[src/rtl/uart_rx_cfg.sv]
// ---------------------------------------------------------------------------
// uart_rx_cfg
//
// Runtime-configurable UART receiver. The frame format and the baud divisor
// come from config_data and are captured into a shadow register when a start
// bit is seen, so the format stays fixed for the whole frame. A received word
// is held in a one-entry holding register with a valid/ready handshake,
// together with its framing, parity and break status.
//
// Optional feature macro: UART_RX_PARITY_EN
//   defined   : the PARITY state and parity checking are built.
//   undefined : config_data[29:28] is ignored, frames are always N and
//               o_Parity_Err is tied to 0.
//
// Parameters
//   UART_DATA_WIDTH      maximum data bits per frame (5..9), o_Rx_Data width
//   CONFIG_DATA_WIDTH    config word width
//   DEFAULT_CLKS_PER_BIT divisor used from reset until the first frame
//
// Ports
//   i_Clock       system clock, rising edge
//   i_Rst_n       asynchronous active-low reset
//   i_Rx_Serial   asynchronous serial line, idle high
//   config_data   [23:0] clocks per bit, [27:24] data bits,
//                 [29:28] parity (00/11 none, 01 even, 10 odd),
//                 [30] two stop bits, [31] reserved
//   i_Rx_Ready    consumer accepts the held word
//   o_Rx_Valid    holding register full
//   o_Rx_Data     received word, zero-extended above the configured length
//   o_Frame_Err   stop bit sampled low (stored with the word)
//   o_Parity_Err  parity mismatch (stored with the word)
//   o_Break       all-zero frame including stop bits (stored with the word)
//   o_Overrun     one-cycle pulse when a completed frame is dropped
//   o_Busy        receiver is not idle
// ---------------------------------------------------------------------------
module uart_rx_cfg #(
   parameter int UART_DATA_WIDTH      = 8,
   parameter int CONFIG_DATA_WIDTH    = 32,
   parameter int DEFAULT_CLKS_PER_BIT = 437
) (
   input  logic                         i_Clock,
   input  logic                         i_Rst_n,
   input  logic                         i_Rx_Serial,
   input  logic [CONFIG_DATA_WIDTH-1:0] config_data,
   input  logic                         i_Rx_Ready,
   output logic                         o_Rx_Valid,
   output logic [UART_DATA_WIDTH-1:0]   o_Rx_Data,
   output logic                         o_Frame_Err,
   output logic                         o_Parity_Err,
   output logic                         o_Break,
   output logic                         o_Overrun,
   output logic                         o_Busy
);

   typedef enum logic [2:0] {
      S_IDLE   = 3'd0,
      S_START  = 3'd1,
      S_DATA   = 3'd2,
`ifdef UART_RX_PARITY_EN
      S_PARITY = 3'd3,
`endif
      S_STOP   = 3'd4
   } state_t;

   state_t                     r_state;
   state_t                     w_next_state;

   logic                       r_sync1;
   logic                       r_sync2;

   logic [23:0]                r_cnt;
   logic [3:0]                 r_idx;
   logic [UART_DATA_WIDTH-1:0] r_shift;

   // Shadow copy of the frame format, held for the whole frame.
   logic [23:0]                r_div;
   logic [3:0]                 r_nbits;
   logic                       r_two;

   logic                       r_stop_low;
   logic                       r_stop_high;
   logic                       r_stop_second;

   logic                       r_valid;
   logic [UART_DATA_WIDTH-1:0] r_data;
   logic                       r_ferr;
   logic                       r_perr;
   logic                       r_brk;
   logic                       r_ovr;

   logic [23:0]                w_cfg_div;
   logic [3:0]                 w_cfg_nbits;
   logic [23:0]                w_half;
   logic [23:0]                w_last;
   logic                       w_cnt_half;
   logic                       w_cnt_full;
   logic                       w_last_bit;
   logic                       w_final_stop;
   logic                       w_done;
   logic                       w_retire;
   logic                       w_frame_err;
   logic                       w_all_stops_low;
   logic                       w_par_err;
   logic                       w_par_low_ok;
   logic                       w_break;
   logic                       w_unused_cfg;

`ifdef UART_RX_PARITY_EN
   logic [1:0]                 r_par_mode;
   logic                       r_par_bit;
   logic                       w_par_en;
   logic                       w_par_xor;

   assign w_par_en     = (r_par_mode == 2'b01) || (r_par_mode == 2'b10);
   assign w_par_xor    = (^r_shift) ^ r_par_bit;
   assign w_par_err    = (r_par_mode == 2'b01) ? w_par_xor :
                         (r_par_mode == 2'b10) ? ~w_par_xor : 1'b0;
   assign w_par_low_ok = ~w_par_en | ~r_par_bit;
   assign w_unused_cfg = config_data[CONFIG_DATA_WIDTH-1];
`else
   assign w_par_err    = 1'b0;
   assign w_par_low_ok = 1'b1;
   assign w_unused_cfg = ^{config_data[CONFIG_DATA_WIDTH-1], config_data[29:28]};
`endif

   // Clamp the incoming config before it is captured.
   always_comb begin
      // NOTE: every combinational output gets a default first so no path can
      // leave it unassigned and infer a latch.
      w_cfg_div   = config_data[23:0];
      w_cfg_nbits = config_data[27:24];
      if (config_data[23:0] < 24'd4) begin
         w_cfg_div = 24'd4;
      end
      if (config_data[27:24] < 4'd5) begin
         w_cfg_nbits = 4'd5;
      end else if (config_data[27:24] > 4'(UART_DATA_WIDTH)) begin
         w_cfg_nbits = 4'(UART_DATA_WIDTH);
      end
   end

   assign w_half       = (r_div - 24'd1) >> 1;
   assign w_last       = r_div - 24'd1;
   assign w_cnt_half   = (r_cnt == w_half);
   assign w_cnt_full   = (r_cnt == w_last);
   assign w_last_bit   = (r_idx == (r_nbits - 4'd1));
   assign w_final_stop = r_two ? r_stop_second : 1'b1;
   assign w_done       = (r_state == S_STOP) && w_cnt_full && w_final_stop;
   assign w_retire     = r_valid && i_Rx_Ready;

   // Status of the frame completing this cycle; the final stop sample is the
   // live synchroniser output, earlier stop samples are in r_stop_low/high.
   assign w_frame_err     = r_stop_low | ~r_sync2;
   assign w_all_stops_low = ~r_stop_high & ~r_sync2;
   assign w_break         = (r_shift == '0) & w_par_low_ok & w_all_stops_low;

   // Two-flop synchroniser, idle-high reset so no false start after reset.
   always_ff @(posedge i_Clock or negedge i_Rst_n) begin
      if (!i_Rst_n) begin
         r_sync1 <= 1'b1;
         r_sync2 <= 1'b1;
      end else begin
         // NOTE: sequential state uses non-blocking assignments so every
         // flop samples the pre-edge value of the others.
         r_sync1 <= i_Rx_Serial;
         r_sync2 <= r_sync1;
      end
   end

   // FSM: state register.
   always_ff @(posedge i_Clock or negedge i_Rst_n) begin
      if (!i_Rst_n) begin
         r_state <= S_IDLE;
      end else begin
         r_state <= w_next_state;
      end
   end

   // FSM: next-state logic.
   always_comb begin
      w_next_state = r_state;
      case (r_state)
         S_IDLE: begin
            if (!r_sync2) begin
               w_next_state = S_START;
            end
         end
         S_START: begin
            // Line back high at mid start bit is a glitch: drop silently.
            if (w_cnt_half) begin
               w_next_state = r_sync2 ? S_IDLE : S_DATA;
            end
         end
         S_DATA: begin
            if (w_cnt_full && w_last_bit) begin
`ifdef UART_RX_PARITY_EN
               w_next_state = w_par_en ? S_PARITY : S_STOP;
`else
               w_next_state = S_STOP;
`endif
            end
         end
`ifdef UART_RX_PARITY_EN
         S_PARITY: begin
            if (w_cnt_full) begin
               w_next_state = S_STOP;
            end
         end
`endif
         S_STOP: begin
            if (w_done) begin
               w_next_state = S_IDLE;
            end
         end
         default: w_next_state = S_IDLE;
      endcase
   end

   // FSM: outputs.
   always_comb begin
      o_Busy       = (r_state != S_IDLE);
      o_Rx_Valid   = r_valid;
      o_Rx_Data    = r_data;
      o_Frame_Err  = r_ferr;
      o_Parity_Err = r_perr;
      o_Break      = r_brk;
      o_Overrun    = r_ovr;
   end

   // Bit-timing counter, shadow config and sample capture.
   always_ff @(posedge i_Clock or negedge i_Rst_n) begin
      if (!i_Rst_n) begin
         r_cnt         <= '0;
         r_idx         <= '0;
         r_shift       <= '0;
         r_div         <= 24'(DEFAULT_CLKS_PER_BIT);
         r_nbits       <= 4'(UART_DATA_WIDTH);
         r_two         <= 1'b0;
         r_stop_low    <= 1'b0;
         r_stop_high   <= 1'b0;
         r_stop_second <= 1'b0;
`ifdef UART_RX_PARITY_EN
         r_par_mode    <= 2'b00;
         r_par_bit     <= 1'b0;
`endif
      end else begin
         case (r_state)
            S_IDLE: begin
               r_cnt         <= '0;
               r_idx         <= '0;
               r_stop_low    <= 1'b0;
               r_stop_high   <= 1'b0;
               r_stop_second <= 1'b0;
               if (!r_sync2) begin
                  r_div   <= w_cfg_div;
                  r_nbits <= w_cfg_nbits;
                  r_two   <= config_data[30];
                  r_shift <= '0;
`ifdef UART_RX_PARITY_EN
                  r_par_mode <= config_data[29:28];
`endif
               end
            end
            S_START: begin
               r_cnt <= w_cnt_half ? '0 : r_cnt + 24'd1;
            end
            S_DATA: begin
               if (w_cnt_full) begin
                  // Bits outside the configured length stay 0 (zero-extend).
                  r_shift <= r_shift | ({{(UART_DATA_WIDTH-1){1'b0}}, r_sync2} << r_idx);
                  r_idx   <= r_idx + 4'd1;
                  r_cnt   <= '0;
               end else begin
                  r_cnt <= r_cnt + 24'd1;
               end
            end
`ifdef UART_RX_PARITY_EN
            S_PARITY: begin
               if (w_cnt_full) begin
                  r_par_bit <= r_sync2;
                  r_cnt     <= '0;
               end else begin
                  r_cnt <= r_cnt + 24'd1;
               end
            end
`endif
            S_STOP: begin
               if (w_cnt_full) begin
                  r_cnt         <= '0;
                  r_stop_second <= 1'b1;
                  if (r_sync2) begin
                     r_stop_high <= 1'b1;
                  end else begin
                     r_stop_low <= 1'b1;
                  end
               end else begin
                  r_cnt <= r_cnt + 24'd1;
               end
            end
            default: r_cnt <= '0;
         endcase
      end
   end

   // Holding register and handshake. A retire in the completion cycle frees
   // the slot, so the new word loads without an overrun.
   always_ff @(posedge i_Clock or negedge i_Rst_n) begin
      if (!i_Rst_n) begin
         r_valid <= 1'b0;
         r_data  <= '0;
         r_ferr  <= 1'b0;
         r_perr  <= 1'b0;
         r_brk   <= 1'b0;
         r_ovr   <= 1'b0;
      end else begin
         r_ovr <= 1'b0;
         if (w_done) begin
            if (!r_valid || w_retire) begin
               r_valid <= 1'b1;
               r_data  <= r_shift;
               r_ferr  <= w_frame_err;
               r_perr  <= w_par_err;
               r_brk   <= w_break;
            end else begin
               r_ovr <= 1'b1;
            end
         end else if (w_retire) begin
            r_valid <= 1'b0;
         end
      end
   end

endmodule

[config.mk]
export PLATFORM = sky130hd
export DESIGN_NAME = uart_rx_cfg
export DESIGN_NICKNAME = d
export VERILOG_FILES = /design/src/rtl/uart_rx_cfg.sv
export SDC_FILE = /design/constraint.sdc
export NUM_CORES = 1
export LEC_CHECK = 0
export ABC_CLOCK_PERIOD_IN_PS = 3600
export CORE_MARGIN = 2
export CORE_UTILIZATION = 53
export CTS_BUF_LIST = sky130_fd_sc_hd__clkbuf_16
export DETAILED_ROUTE_END_ITERATION = 6
export GPL_TIMING_DRIVEN = 0
export PLACE_DENSITY = 0.84
export SYNTH_ARGS = -nofsm -noshare
export SYNTH_HDL_FRONTEND = slang
export SYNTH_SLANG_ARGS = --single-unit
[constraint.sdc]
create_clock -name i_Clock -period 3.6 [get_ports i_Clock]
set_input_delay 0.54 -clock i_Clock [delete_from_list [all_inputs] [get_ports i_Clock]]
set_output_delay 0.54 -clock i_Clock [all_outputs]
set_load 0.01 [all_outputs]
==> flow_summary.ini <==
[global_routing]
grt_pass1_wl_microns = 26500
grt_pass1_vias = 5155
antenna_found_initial = 0
grt_overflow = 0
track_usage = 0.297
grt_max_degree = 54

[setup_path]
reg2reg_depth = 9
worstPathRequired_ns = 3.83
reg2reg_slack_ns = 0.02
slowest_stage = or4_4
regToRegStartpoint = r_div[0]$_DFFE_PN1P_
crit_path_end_kind = flip-flop
max_stage_delay_ns = 0.58
arrival_ns = 3.81
rr_endpoint = o_Rx_Data[0]$_DFFE_PN0P_
cp-start-kind = flip-flop
critPathKind = reg2reg
critPathMaxFanout = 5
crit_path_frequent_cell = or4_4
path_cells = or4_4, or4_4, a22oi_2, o2111ai_2, or4_4, nor4b_4, and4_4, buf_8, mux2_4

[power_and_ir_drop]
vdd_drop_max_mv = 0.253
power_leakage_nw = 2.88
power_density_nw_per_um2 = 315

[timing]
fin_ws_ns = 0.0244
timing.fmax_mhz = 280
finalSetupViolations = 0
post-route-period-util = 0.993
fin_skew_ns = 0.0104
tightest_slew_ns = 0.719
min_period_ns = 3.58
max-slew-margin-rel = 0.517
setup_tns_ns = 0
drv_slew = 0
rsz0062_at_grt = yes
hold_ws_ns = 0.146
hold_viol = 0

[clock_network]
cts-buffers-inserted = 9
htree_levels = 3
cts.sinks = 85
clkTransAtPathRegs_ns = 0.06
postCtsHoldBufs = 0
cts_buffer_depth = 2
cts-root-buf = clkbuf_16
cts_tree = built
clk_latency_ns = 0.35

[final_layout]
area_growth_pct = 24.8
layout.nets = 777
antenna_cells = 0
final_cell_area_sq_um = 7040
final_util = 0.682
drive_above_1_share = 0.162

[yosys]
synth_area_leader_cell = dfrtp_1
yosys-top-cells-area = dfrtp_1 34%, xnor2_1 7.6%, nand2_1 7.3%
syn_area_sq_um = 5640
ys.flop_type = dfrtp_1
postSynth.asyncResetShare = 1.00
synth.avg_cell_area_sq_um = 8.50
synth.distinct_cells = 70
synth_warnings = 0
ys_seq_area_frac = 0.379
synth_cells = 663
synth_top_area_frac = 0.337
synth_edf_count = 0
syn-num-nets = 703
ys_ff_latch = 85

[floorplanning]
rows = 37
initial_core_util = 0.546
dieWidth_microns = 107
die_h_microns = 107
die_area_sq_um = 11500
ios = 50
core_area_sq_um = 10300

[status]
outcome = finished, final reports clean

[placement]
io_buffers = 45
dp_slack_ns = -0.989
dpl.hpwl_microns = 12200
place_congestion = 1.03
placed_cell_area_sq_um = 6370

[drt]
route.detailed.drc = 0
totalWireLength_microns = 16500
vias = 5371
wl_per_cell_microns = 18.8
drtIter0Drc = 524
vias_per_cell = 6.12
drtPass1Iterations = 5
antenna_left = 0

[min_path]
hp-class = in2async

[job]
drv_cap = 0
-- per-stage QoR --
| step | power [mW] | cells |
|---|---|---|
| after floorplan | 1.20 | 663 |
| final | 2.21 | 878 |
| after global placement | 1.30 | 844 |
| after detailed placement | 1.31 | 845 |
| after global routing | 2.29 | 878 |
| after CTS | 2.19 | 868 |
-- flip-flops by register name (all words and copies together), names as in the netlist, 3 cells and up --
name,flops
r_cnt,24
r_div,24
o_Rx_Data,8
r_shift,8
r_idx,4
r_nbits,4
r_state,3
-- kinds of logic (layout without fill, tap and decap cells) --
logic type / after synthesis / count (layout) / share of synthesized area
other: 1 / 1 / 0.000665
AO/OA/AOI/OAI: 114 / 114 / 0.134
multiplexers: 17 / 17 / 0.0329
AND/OR/NAND/NOR: 293 / 293 / 0.267
buffers and inverters: 69 / 148 / 0.0486
flip-flops: 85 / 85 / 0.379
adder cells (fa/ha/maj): 4 / 4 / 0.00888
XOR/XNOR: 80 / 80 / 0.129
-- layout make-up --
class | instances | area, sq um
Multi-Input combinational cell | 509 | 3510
Sequential cell | 85 | 2140
Buffer | 47 | 220
Inverter | 15 | 56.3
Timing Repair Buffer | 70 | 663
Fill cell | 821 | 3290
Clock buffer | 9 | 225
Tap cell | 136 | 170
Clock inverter | 7 | 55.1
-- critical path, delay by kind of cell (launching register included) --
family / cells / cell delay, ns
AO/OA/AOI/OAI: 2 / 0.35
flip-flops: 1 / 0.39
multiplexers: 1 / 0.31
AND/OR/NAND/NOR: 5 / 2.28
buffers and inverters: 1 / 0.14
-- cells in the mapped netlist, types with 3 or more instances --
cell type,instances
nand2_1,110
o311a_1,3
nor4b_1,3
buf_1,3
o31ai_1,4
nand4_1,13
nor4_1,19
dfrtp_1,76
o22ai_1,5
nand2b_1,13
xnor2_1,49
inv_1,14
a21oi_1,30
o2111ai_1,3
a21boi_0,4
or3_1,8
nor2b_1,12
dfstp_2,9
nand3_1,15
a22oi_1,3
mux2_1,10
o21ai_0,26
buf_2,3
and2_1,4
nor3_1,15
o32ai_1,3
mux2i_1,5
a211oi_1,4
a31oi_1,4
nor2_1,41
and3_1,7
or2_2,4
ha_1,4
or4_1,8
xor2_1,29
and4_1,5
nor3b_1,6
clkbuf_1,46
-- where the power goes --
part | internal (mW) | leakage, nW | switching, mW
clock network | 0.475 | 0.134 | 0.402
registers | 0.984 | 1.09 | 0.0267
logic | 0.145 | 1.65 | 0.181
total | 1.60 | 2.88 | 0.611
-- worst max path at each step --
stage / start / to / slack (ns)
finish: r_div[0]$_DFFE_PN1P_ / o_Rx_Data[0]$_DFFE_PN0P_ / 0.02
global route: r_div[3]$_DFFE_PN0P_ / r_cnt[4]$_DFF_PN0_ / -0.05
CTS: r_div[0]$_DFFE_PN1P_ / o_Rx_Data[0]$_DFFE_PN0P_ / 0.01
detailed placement: r_div[9]$_DFFE_PN0P_ / r_cnt[2]$_DFF_PN0_ / -0.99
global placement: i_Rst_n / o_Rx_Valid$_DFFE_PN0P_ / -0.96
floorplan: r_div[0]$_DFFE_PN1P_ / o_Break$_DFFE_PN0P_ / -0.0005
-- cell usage in the layout, fill, tap and decap left out, types with 6 or more instances in the layout --
cell,count
clkdlybuf4s50_1,44
nand2b_1,13
inv_1,14
nand2_1,109
nand4_1,13
clkbuf_1,30
nor3_1,12
nor2b_1,12
nor4_1,13
clkbuf_2,6
nand3_1,14
or3_1,8
mux2_4,10
dfrtp_1,74
dfstp_2,9
buf_4,25
and3_1,7
clkbuf_16,9
o21ai_0,24
xnor2_1,47
a21oi_1,30
nor2_1,41
xor2_1,27
-- timing repair --
action                                  in CTS  in global routing
endpoints found under the setup margin      54                 48
gates resized for setup                     26                 38
buffers inserted                            10                 13
cloned                                       1                  0
pin swaps                                    7                 14
-- metal layers --
| layer | share of wire | track usage | up-vias |
|---|---|---|---|
| met2 | 0.46 | 0.456 | 264 |
| li1 | - | - | 2473 |
| met5 | 0 | 0 | - |
| met3 | 0.071 | 0.0438 | 38 |
| met4 | 0.026 | 0.110 | 0 |
| met1 | 0.44 | 0.425 | 2596 |
(Power assumes the default switching activity.)
